## config.mk

```make
export PLATFORM = sky130hd
export DESIGN_NAME = bitstream_load_ctrl
export DESIGN_NICKNAME = d
export VERILOG_FILES = /design/src/rtl/bitstream_load_ctrl_pkg.sv /design/src/rtl/crc_serial.sv /design/src/rtl/bitstream_load_ctrl.sv
export SDC_FILE = /design/constraint.sdc
export NUM_CORES = 1
export LEC_CHECK = 0
export CAP_MARGIN = 5
export CORE_ASPECT_RATIO = 0.9
export CORE_UTILIZATION = 35
export CTS_CLUSTER_DIAMETER = 60
export CTS_CLUSTER_SIZE = 28
export DETAILED_ROUTE_END_ITERATION = 12
export GPL_TIMING_DRIVEN = 0
export PLACE_DENSITY = 0.53
export SYNTH_ARGS = -nofsm -noshare
export SYNTH_HDL_FRONTEND = slang
export SYNTH_SLANG_ARGS = --single-unit
```

## constraint.sdc

```tcl
create_clock -name tck_i -period 1.9 [get_ports tck_i]
set_input_delay 0.38 -clock tck_i [delete_from_list [all_inputs] [get_ports tck_i]]
set_output_delay 0.38 -clock tck_i [all_outputs]
set_load 0.02 [all_outputs]
```

## src/rtl/bitstream_load_ctrl_pkg.sv

```systemverilog
// Shared definitions for the bitstream load controller and its users.
//   state_e        : controller state encoding (IDLE=0 .. ERROR=5)
//   *_DEF          : default chain length, checksum width and CRC polynomial
//   is_busy()      : true in the states where a load is in progress
package bitstream_load_ctrl_pkg;

  localparam int unsigned       CHAIN_LEN_DEF = 64;
  localparam int unsigned       CS_W_DEF      = 8;
  localparam logic [CS_W_DEF-1:0] CS_POLY_DEF = 8'h07;

  typedef enum logic [2:0] {
    ST_IDLE  = 3'd0,
    ST_CLEAR = 3'd1,
    ST_LOAD  = 3'd2,
    ST_CHECK = 3'd3,
    ST_DONE  = 3'd4,
    ST_ERROR = 3'd5
  } state_e;

  function automatic logic is_busy(input state_e s);
    return s inside {ST_CLEAR, ST_LOAD, ST_CHECK};
  endfunction

endpackage

```

## src/rtl/crc_serial.sv

```systemverilog
// Bit-serial CRC, MSB-first, init 0, no final XOR. Shared by the load
// controller and the PMU checksum path.
//   clk, rst_n : clock, async active-low reset
//   clr        : synchronous clear to zero (wins over en)
//   en         : fold bit_in into the CRC this cycle
//   bit_in     : serial data bit
//   crc        : current CRC value
module crc_serial #(
  parameter int unsigned       CS_W    = 8,
  parameter logic [CS_W-1:0]   CS_POLY = 8'h07
) (
  input  logic            clk,
  input  logic            rst_n,
  input  logic            clr,
  input  logic            en,
  input  logic            bit_in,
  output logic [CS_W-1:0] crc
);

  logic feedback;

  assign feedback = crc[CS_W-1] ^ bit_in;

  // NOTE: sequential state is updated with non-blocking assignments so every
  // flop samples the pre-edge values regardless of block ordering.
  always_ff @(posedge clk or negedge rst_n) begin
    if (!rst_n) begin
      crc <= '0;
    end else if (clr) begin
      crc <= '0;
    end else if (en) begin
      crc <= {crc[CS_W-2:0], 1'b0} ^ (feedback ? CS_POLY : '0);
    end
  end

endmodule

```

## src/rtl/bitstream_load_ctrl.sv

```systemverilog
// Sequences one serial bitstream load into the configuration chain.
// Forwards CHAIN_LEN bits, optionally checks a trailing CRC, then releases
// the fabric reset on success or holds it on failure/abort.
//   tck_i         : TAP clock
//   rst_ni        : async active-low reset
//   start_i       : 1-cycle pulse, begin a load (ignored while busy or with abort_i)
//   cs_en_i       : checksum mode, sampled on an accepted start_i
//   bit_valid_i   : serial bit present this cycle
//   bit_i         : serial bit
//   abort_i       : shift path left before the load completed
//   chain_data_o  : bit to the config chain
//   chain_shift_o : 1-cycle shift enable to the config chain
//   chain_rst_o   : active-high fabric/chain reset
//   busy_o        : high in CLEAR/LOAD/CHECK
//   done_o        : load succeeded (held until the next start)
//   err_o         : checksum failure or abort (held until the next start)
//   bit_cnt_o     : bits accepted in the current load
module bitstream_load_ctrl
  import bitstream_load_ctrl_pkg::*;
#(
  parameter int unsigned       CHAIN_LEN = CHAIN_LEN_DEF,
  parameter int unsigned       CS_W      = CS_W_DEF,
  parameter logic [CS_W-1:0]   CS_POLY   = CS_POLY_DEF,
  parameter int unsigned       CNT_W     = $clog2(CHAIN_LEN + CS_W + 1)
) (
  input  logic             tck_i,
  input  logic             rst_ni,
  input  logic             start_i,
  input  logic             cs_en_i,
  input  logic             bit_valid_i,
  input  logic             bit_i,
  input  logic             abort_i,
  output logic             chain_data_o,
  output logic             chain_shift_o,
  output logic             chain_rst_o,
  output logic             busy_o,
  output logic             done_o,
  output logic             err_o,
  output logic [CNT_W-1:0] bit_cnt_o
);

  // Count values of the bit that completes the data / checksum phase.
  localparam logic [CNT_W-1:0] DATA_END = CNT_W'(CHAIN_LEN);
  localparam logic [CNT_W-1:0] DATA_LAST = CNT_W'(CHAIN_LEN - 1);
  localparam logic [CNT_W-1:0] CS_LAST   = CNT_W'(CHAIN_LEN + CS_W - 1);

  state_e          state_q, state_d;
  logic            cs_mode_q;
  logic [CS_W-1:0] rx_cs_q;
  logic [CS_W-1:0] crc;
  logic            start_ok;  // start accepted this cycle
  logic            bit_ok;    // bit accepted (counted) this cycle
  logic            fwd_bit;   // accepted bit belongs to the data phase
  logic            cs_bit;    // accepted bit belongs to the checksum phase

  crc_serial #(
    .CS_W    (CS_W),
    .CS_POLY (CS_POLY)
  ) u_crc (
    .clk    (tck_i),
    .rst_n  (rst_ni),
    .clr    (start_ok),
    .en     (fwd_bit),
    .bit_in (bit_i),
    .crc    (crc)
  );

  // NOTE: every signal written here gets a default first, so no path through
  // the case leaves one unassigned and no latch is inferred.
  always_comb begin
    state_d  = state_q;
    start_ok = 1'b0;
    bit_ok   = 1'b0;
    fwd_bit  = 1'b0;
    cs_bit   = 1'b0;
    unique case (state_q)
      ST_IDLE, ST_DONE, ST_ERROR: begin
        // abort_i outranks a simultaneous start_i.
        if (start_i && !abort_i) begin
          start_ok = 1'b1;
          state_d  = ST_CLEAR;
        end
      end
      ST_CLEAR: state_d = abort_i ? ST_ERROR : ST_LOAD;
      ST_LOAD: begin
        if (abort_i) begin
          state_d = ST_ERROR;
        end else if (bit_valid_i) begin
          bit_ok = 1'b1;
          if (bit_cnt_o < DATA_END) fwd_bit = 1'b1;
          else                      cs_bit  = 1'b1;
          // The completing bit is still forwarded/captured this cycle.
          if (!cs_mode_q && bit_cnt_o == DATA_LAST)    state_d = ST_DONE;
          else if (cs_mode_q && bit_cnt_o == CS_LAST)  state_d = ST_CHECK;
        end
      end
      ST_CHECK: begin
        if (abort_i)             state_d = ST_ERROR;
        else if (rx_cs_q == crc) state_d = ST_DONE;
        else                     state_d = ST_ERROR;
      end
      default: state_d = ST_IDLE;
    endcase
  end

  // Status outputs are registered from the next state so they line up with
  // the state register itself.
  // NOTE: rx_cs_q is a small shift register, not a memory array, so it is
  // reset along with the rest of the control state.
  always_ff @(posedge tck_i or negedge rst_ni) begin
    if (!rst_ni) begin
      state_q       <= ST_IDLE;
      cs_mode_q     <= 1'b0;
      rx_cs_q       <= '0;
      bit_cnt_o     <= '0;
      chain_data_o  <= 1'b0;
      chain_shift_o <= 1'b0;
      chain_rst_o   <= 1'b1;
      busy_o        <= 1'b0;
      done_o        <= 1'b0;
      err_o         <= 1'b0;
    end else begin
      state_q       <= state_d;
      chain_shift_o <= fwd_bit;
      if (fwd_bit) chain_data_o <= bit_i;

      if (start_ok) begin
        bit_cnt_o <= '0;
        rx_cs_q   <= '0;
        cs_mode_q <= cs_en_i;
      end else if (bit_ok) begin
        bit_cnt_o <= bit_cnt_o + CNT_W'(1);
      end
      if (cs_bit) rx_cs_q <= {rx_cs_q[CS_W-2:0], bit_i};

      busy_o <= is_busy(state_d);
      done_o <= (state_d == ST_DONE);
      err_o  <= (state_d == ST_ERROR);
      // Fabric stays wiped through CLEAR and after a failure; in IDLE the
      // last value is kept.
      if (state_d == ST_CLEAR || state_d == ST_ERROR)     chain_rst_o <= 1'b1;
      else if (state_d == ST_LOAD || state_d == ST_DONE)  chain_rst_o <= 1'b0;
    end
  end

endmodule
```

==> flow_metrics.tcl <==
set metrics [dict create \
    nets 197 \
    grt.total_usage_pct 16.1 \
    synth_cell_type_count 41 \
    worstSetupPathType "reg2out" \
    min_period_ns 1.80 \
    final_min_period_over_clock_period_pct 94.9 \
    tightest_slew_margin_relative_to_the_limit_pct 50.3 \
    rsz0062_at_grt "false" \
    hold_class "in2async" \
    cellLeakagePower_nw 0.990 \
    slew_worst_pin_ns 0.746 \
    cts.htree.levels 2 \
    critical_path.reg2reg.endpoint "chain_rst_o$_DFFE_PN1P_" \
    slew_violations 0 \
    hpwlAfterDp_mm 2.49 \
    final_util_pct 45.4 \
    internal-power_w 0.00153 \
    drt_first_iter_violations 58 \
    yosys.area.top_type_share_pct 48.0 \
    fin_cells 252 \
    finalWirelength_mm 3.62 \
    max_stage_delay_on_crit_path_ns 0.60 \
    timing.critical_path.to_type "output pin" \
    core.rowCount 23 \
    synth_cells 163 \
    area_growth_pct 23.1 \
    cp.arrival_ns 1.42 \
    initial_utilization_pct 36.9 \
    power.clock.fraction_pct 30.7 \
    post-place-cells 244 \
    die_width_um 74.8 \
    fin_worst_skew_ns 0.00585 \
    asyncSetResetFlopFracSynth_pct 100 \
    synth.area.top_cells "sky130_fd_sc_hd__dfrtp_1 (48%), sky130_fd_sc_hd__xor2_1 (7.4%), sky130_fd_sc_hd__nand2_1 (6.5%)" \
    drt-vias-per-instance 4.96 \
    crit_chain "clkdlybuf4s50_1" \
    clk_latency_ns 0.28 \
    run_status "complete, no violations" \
    crit_slowest_cell "sky130_fd_sc_hd__clkdlybuf4s50_1" \
    postSynthNetCount 171 \
    synth_top_cells_by_count "sky130_fd_sc_hd__dfrtp_1 (32), sky130_fd_sc_hd__nand2_1 (29), sky130_fd_sc_hd__nor2_1 (16)" \
    cts_hold_buffers 0 \
    die_y_um 67.5 \
    core_sq_um 4520 \
    totalPowerFinal_w 0.00221 \
    cts-root-to-sink-buffers 2 \
    detailroute.via_count 1250 \
    gp_congestion 0.805 \
    synth.most_common_cell "sky130_fd_sc_hd__dfrtp_1" \
    synth-seq-cells 33 \
    fmaxAchievable_mhz 555 \
    numPortBuffers 19 \
    ctsRootBufferMaster "sky130_fd_sc_hd__clkbuf_8" \
    cpLargestDelayFamily "buffers and inverters" \
    top_level_ports 20 \
    r2r_cell_count 6 \
    wire_length_of_the_first_global_routing_pass_mm 5.87 \
    critical_path.n_buffers_inverters 1 \
    tritoncts_num_sinks 33 \
    tritoncts_buffer_count 5 \
    largest_area_contributor_in_the_synthesized_netlist "sky130_fd_sc_hd__dfrtp_1" \
    met1_usage_pct 21.3 \
    cts_tree "built" \
    number_of_antenna_violating_nets_in_the_routed_design 0 \
    synth-seq-area-share_pct 49.6 \
    globalRouteMet3Util_pct 4.03 \
    fraction_of_final_layout_cells_with_drive_strength_greater_than_1_pct 16.3 \
    worst_setup_hold_path_clk_slew_ns 0.07 \
    power.switching_fraction_pct 30.9 \
    antenna_cells 0 \
    gr-max-usage-layer "met2" \
    grt_max_degree 34 \
    synth_top_flop_cell "sky130_fd_sc_hd__dfrtp_1" \
    grtUsageMet2_pct 24.3 \
    setup_tns_ns 0 \
    power_per_cell_area_nw_per_um2 1080 \
    cp-start-kind "register" \
    die_area_sq_um 5050 \
    ff2ff_setup_slack_ns 0.12 \
    r2r_start "bit_cnt_o[0]$_DFFE_PN0P_" \
    drt_pass1_iterations 4 \
    worst_ep_required_time_ns 1.52 \
    drc 0 \
    gr-total-overflow 0 \
    timing.final.setup_violations 0 \
    synthesis.area_per_instance_sq_um 10.2 \
    grt_antenna_before_repair 0 \
    via_count_of_the_first_global_routing_pass 1238 \
    total_switching_power_w 0.000683 \
    cts_post_setup_buffers_inserted 0 \
    vdd.ir_drop.worst_v 0.000397 \
    crit_start "chain_rst_o$_DFFE_PN1P_" \
    synth_edf_count 0 \
    highest_fanout_seen_on_the_critical_path 3 \
    final_hold_viol_count 0 \
    max_cap_violations 0 \
    sequentialPowerShare_pct 41.5 \
    fillCellCount 457 \
    yosys_warning_total 0 \
    avgRoutedWirePerCell_um 14.3 \
    comb_power_share_pct 27.8 \
    netlist_area_sq_um 1670 \
]
## power by group through the flow
stage          logic [W]  registers (W)  clock network, W
2_1_floorplan   0.000337       0.000972                 0
3_3_place_gp    0.000601       0.000919                 0
3_5_place_dp    0.000610       0.000923                 0
4_1_cts         0.000613       0.000911          0.000703
5_1_grt         0.000674       0.000928          0.000731
6_report        0.000613       0.000916          0.000679
## worst max-delay path by stage
stage / cells past startpoint / end
6_report: 1 / chain_rst_o
5_1_grt: 9 / rx_cs_q[1]$_DFFE_PN0P_
3_5_place_dp: 5 / u_crc.crc[5]$_DFFE_PN0P_
2_1_floorplan: 6 / chain_rst_o$_DFFE_PN1P_
3_3_place_gp: 5 / bit_cnt_o[6]$_DFFE_PN0P_
4_1_cts: 5 / u_crc.crc[5]$_DFFE_PN0P_
## registers in the layout, indices dropped and copies added (netlist names)
signal	count
err_o	1
done_o	1
cs_mode_q	1
chain_shift_o	1
bit_cnt_o	7
state_q	3
chain_rst_o	1
busy_o	1
u_crc.crc	8
chain_data_o	1
rx_cs_q	8
## cell families after synthesis
| kind of cell | Yosys count | synth area share, % |
|---|---|---|
| AND/OR/NAND/NOR | 73 | 22.0 |
| flip-flops | 33 | 49.6 |
| AO/OA/AOI/OAI | 20 | 8.70 |
| XOR/XNOR | 17 | 8.93 |
| buffers and inverters | 10 | 4.58 |
| multiplexers | 9 | 5.48 |
| adder cells (fa/ha/maj) | 1 | 0.750 |
## metrics by stage
step           instance area, sq um  hold WS [ns]  setup slack, ns
2_1_floorplan                  1670        0.0844            0.312
3_3_place_gp                   1940         0.488           -0.271
3_5_place_dp                   1930         0.490           -0.291
4_1_cts                        2050         0.180           0.0141
5_1_grt                        2050         0.221           0.0269
6_report                       2050         0.157           0.0974
## cell type report
class                           instances  area [sq um]  area share [%]
Inverter                                3          11.3           0.548
Sequential cell                        33           827            40.3
Timing Repair Buffer                   19           185            9.02
Tap cell                               62          77.6            3.78
Buffer                                  7          66.3            3.23
Clock inverter                          1          30.0            1.46
Clock buffer                            7          86.3            4.20
Multi-Input combinational cell        120           769            37.5
## routing by layer
metal  wire length, um  up-vias
li1                  -      595
met1              1800      598
met2              1590       43
met3               143       14
met4                76        0
met5                 0        -
## repair_timing
| item | 4_1_cts | 5_1_grt |
|---|---|---|
| resized for setup | 0 | 3 |
| hold endpoints to repair | 0 | 0 |
| setup endpoints to repair | 0 | 12 |
## cell usage in the layout, fill, tap and decap left out, types with 2 or more instances in the layout
master                             n
sky130_fd_sc_hd__nand3_1           4
sky130_fd_sc_hd__clkdlybuf4s50_1  18
sky130_fd_sc_hd__buf_2             2
sky130_fd_sc_hd__nand4_1           2
sky130_fd_sc_hd__o21ai_0           3
sky130_fd_sc_hd__nand2b_1          2
sky130_fd_sc_hd__nand2_1          29
sky130_fd_sc_hd__mux2i_1           8
sky130_fd_sc_hd__nor3_1            3
sky130_fd_sc_hd__dfrtp_1          32
sky130_fd_sc_hd__nor2_1           16
sky130_fd_sc_hd__xnor2_1           3
sky130_fd_sc_hd__nor2b_1           3
sky130_fd_sc_hd__inv_1             2
sky130_fd_sc_hd__clkbuf_8          6
sky130_fd_sc_hd__buf_6             5
sky130_fd_sc_hd__xor2_1           14
sky130_fd_sc_hd__and3_1            2
sky130_fd_sc_hd__o21ai_2           8
sky130_fd_sc_hd__a21oi_1           3
No activity file was read; power rests on OpenSTA's default activity.
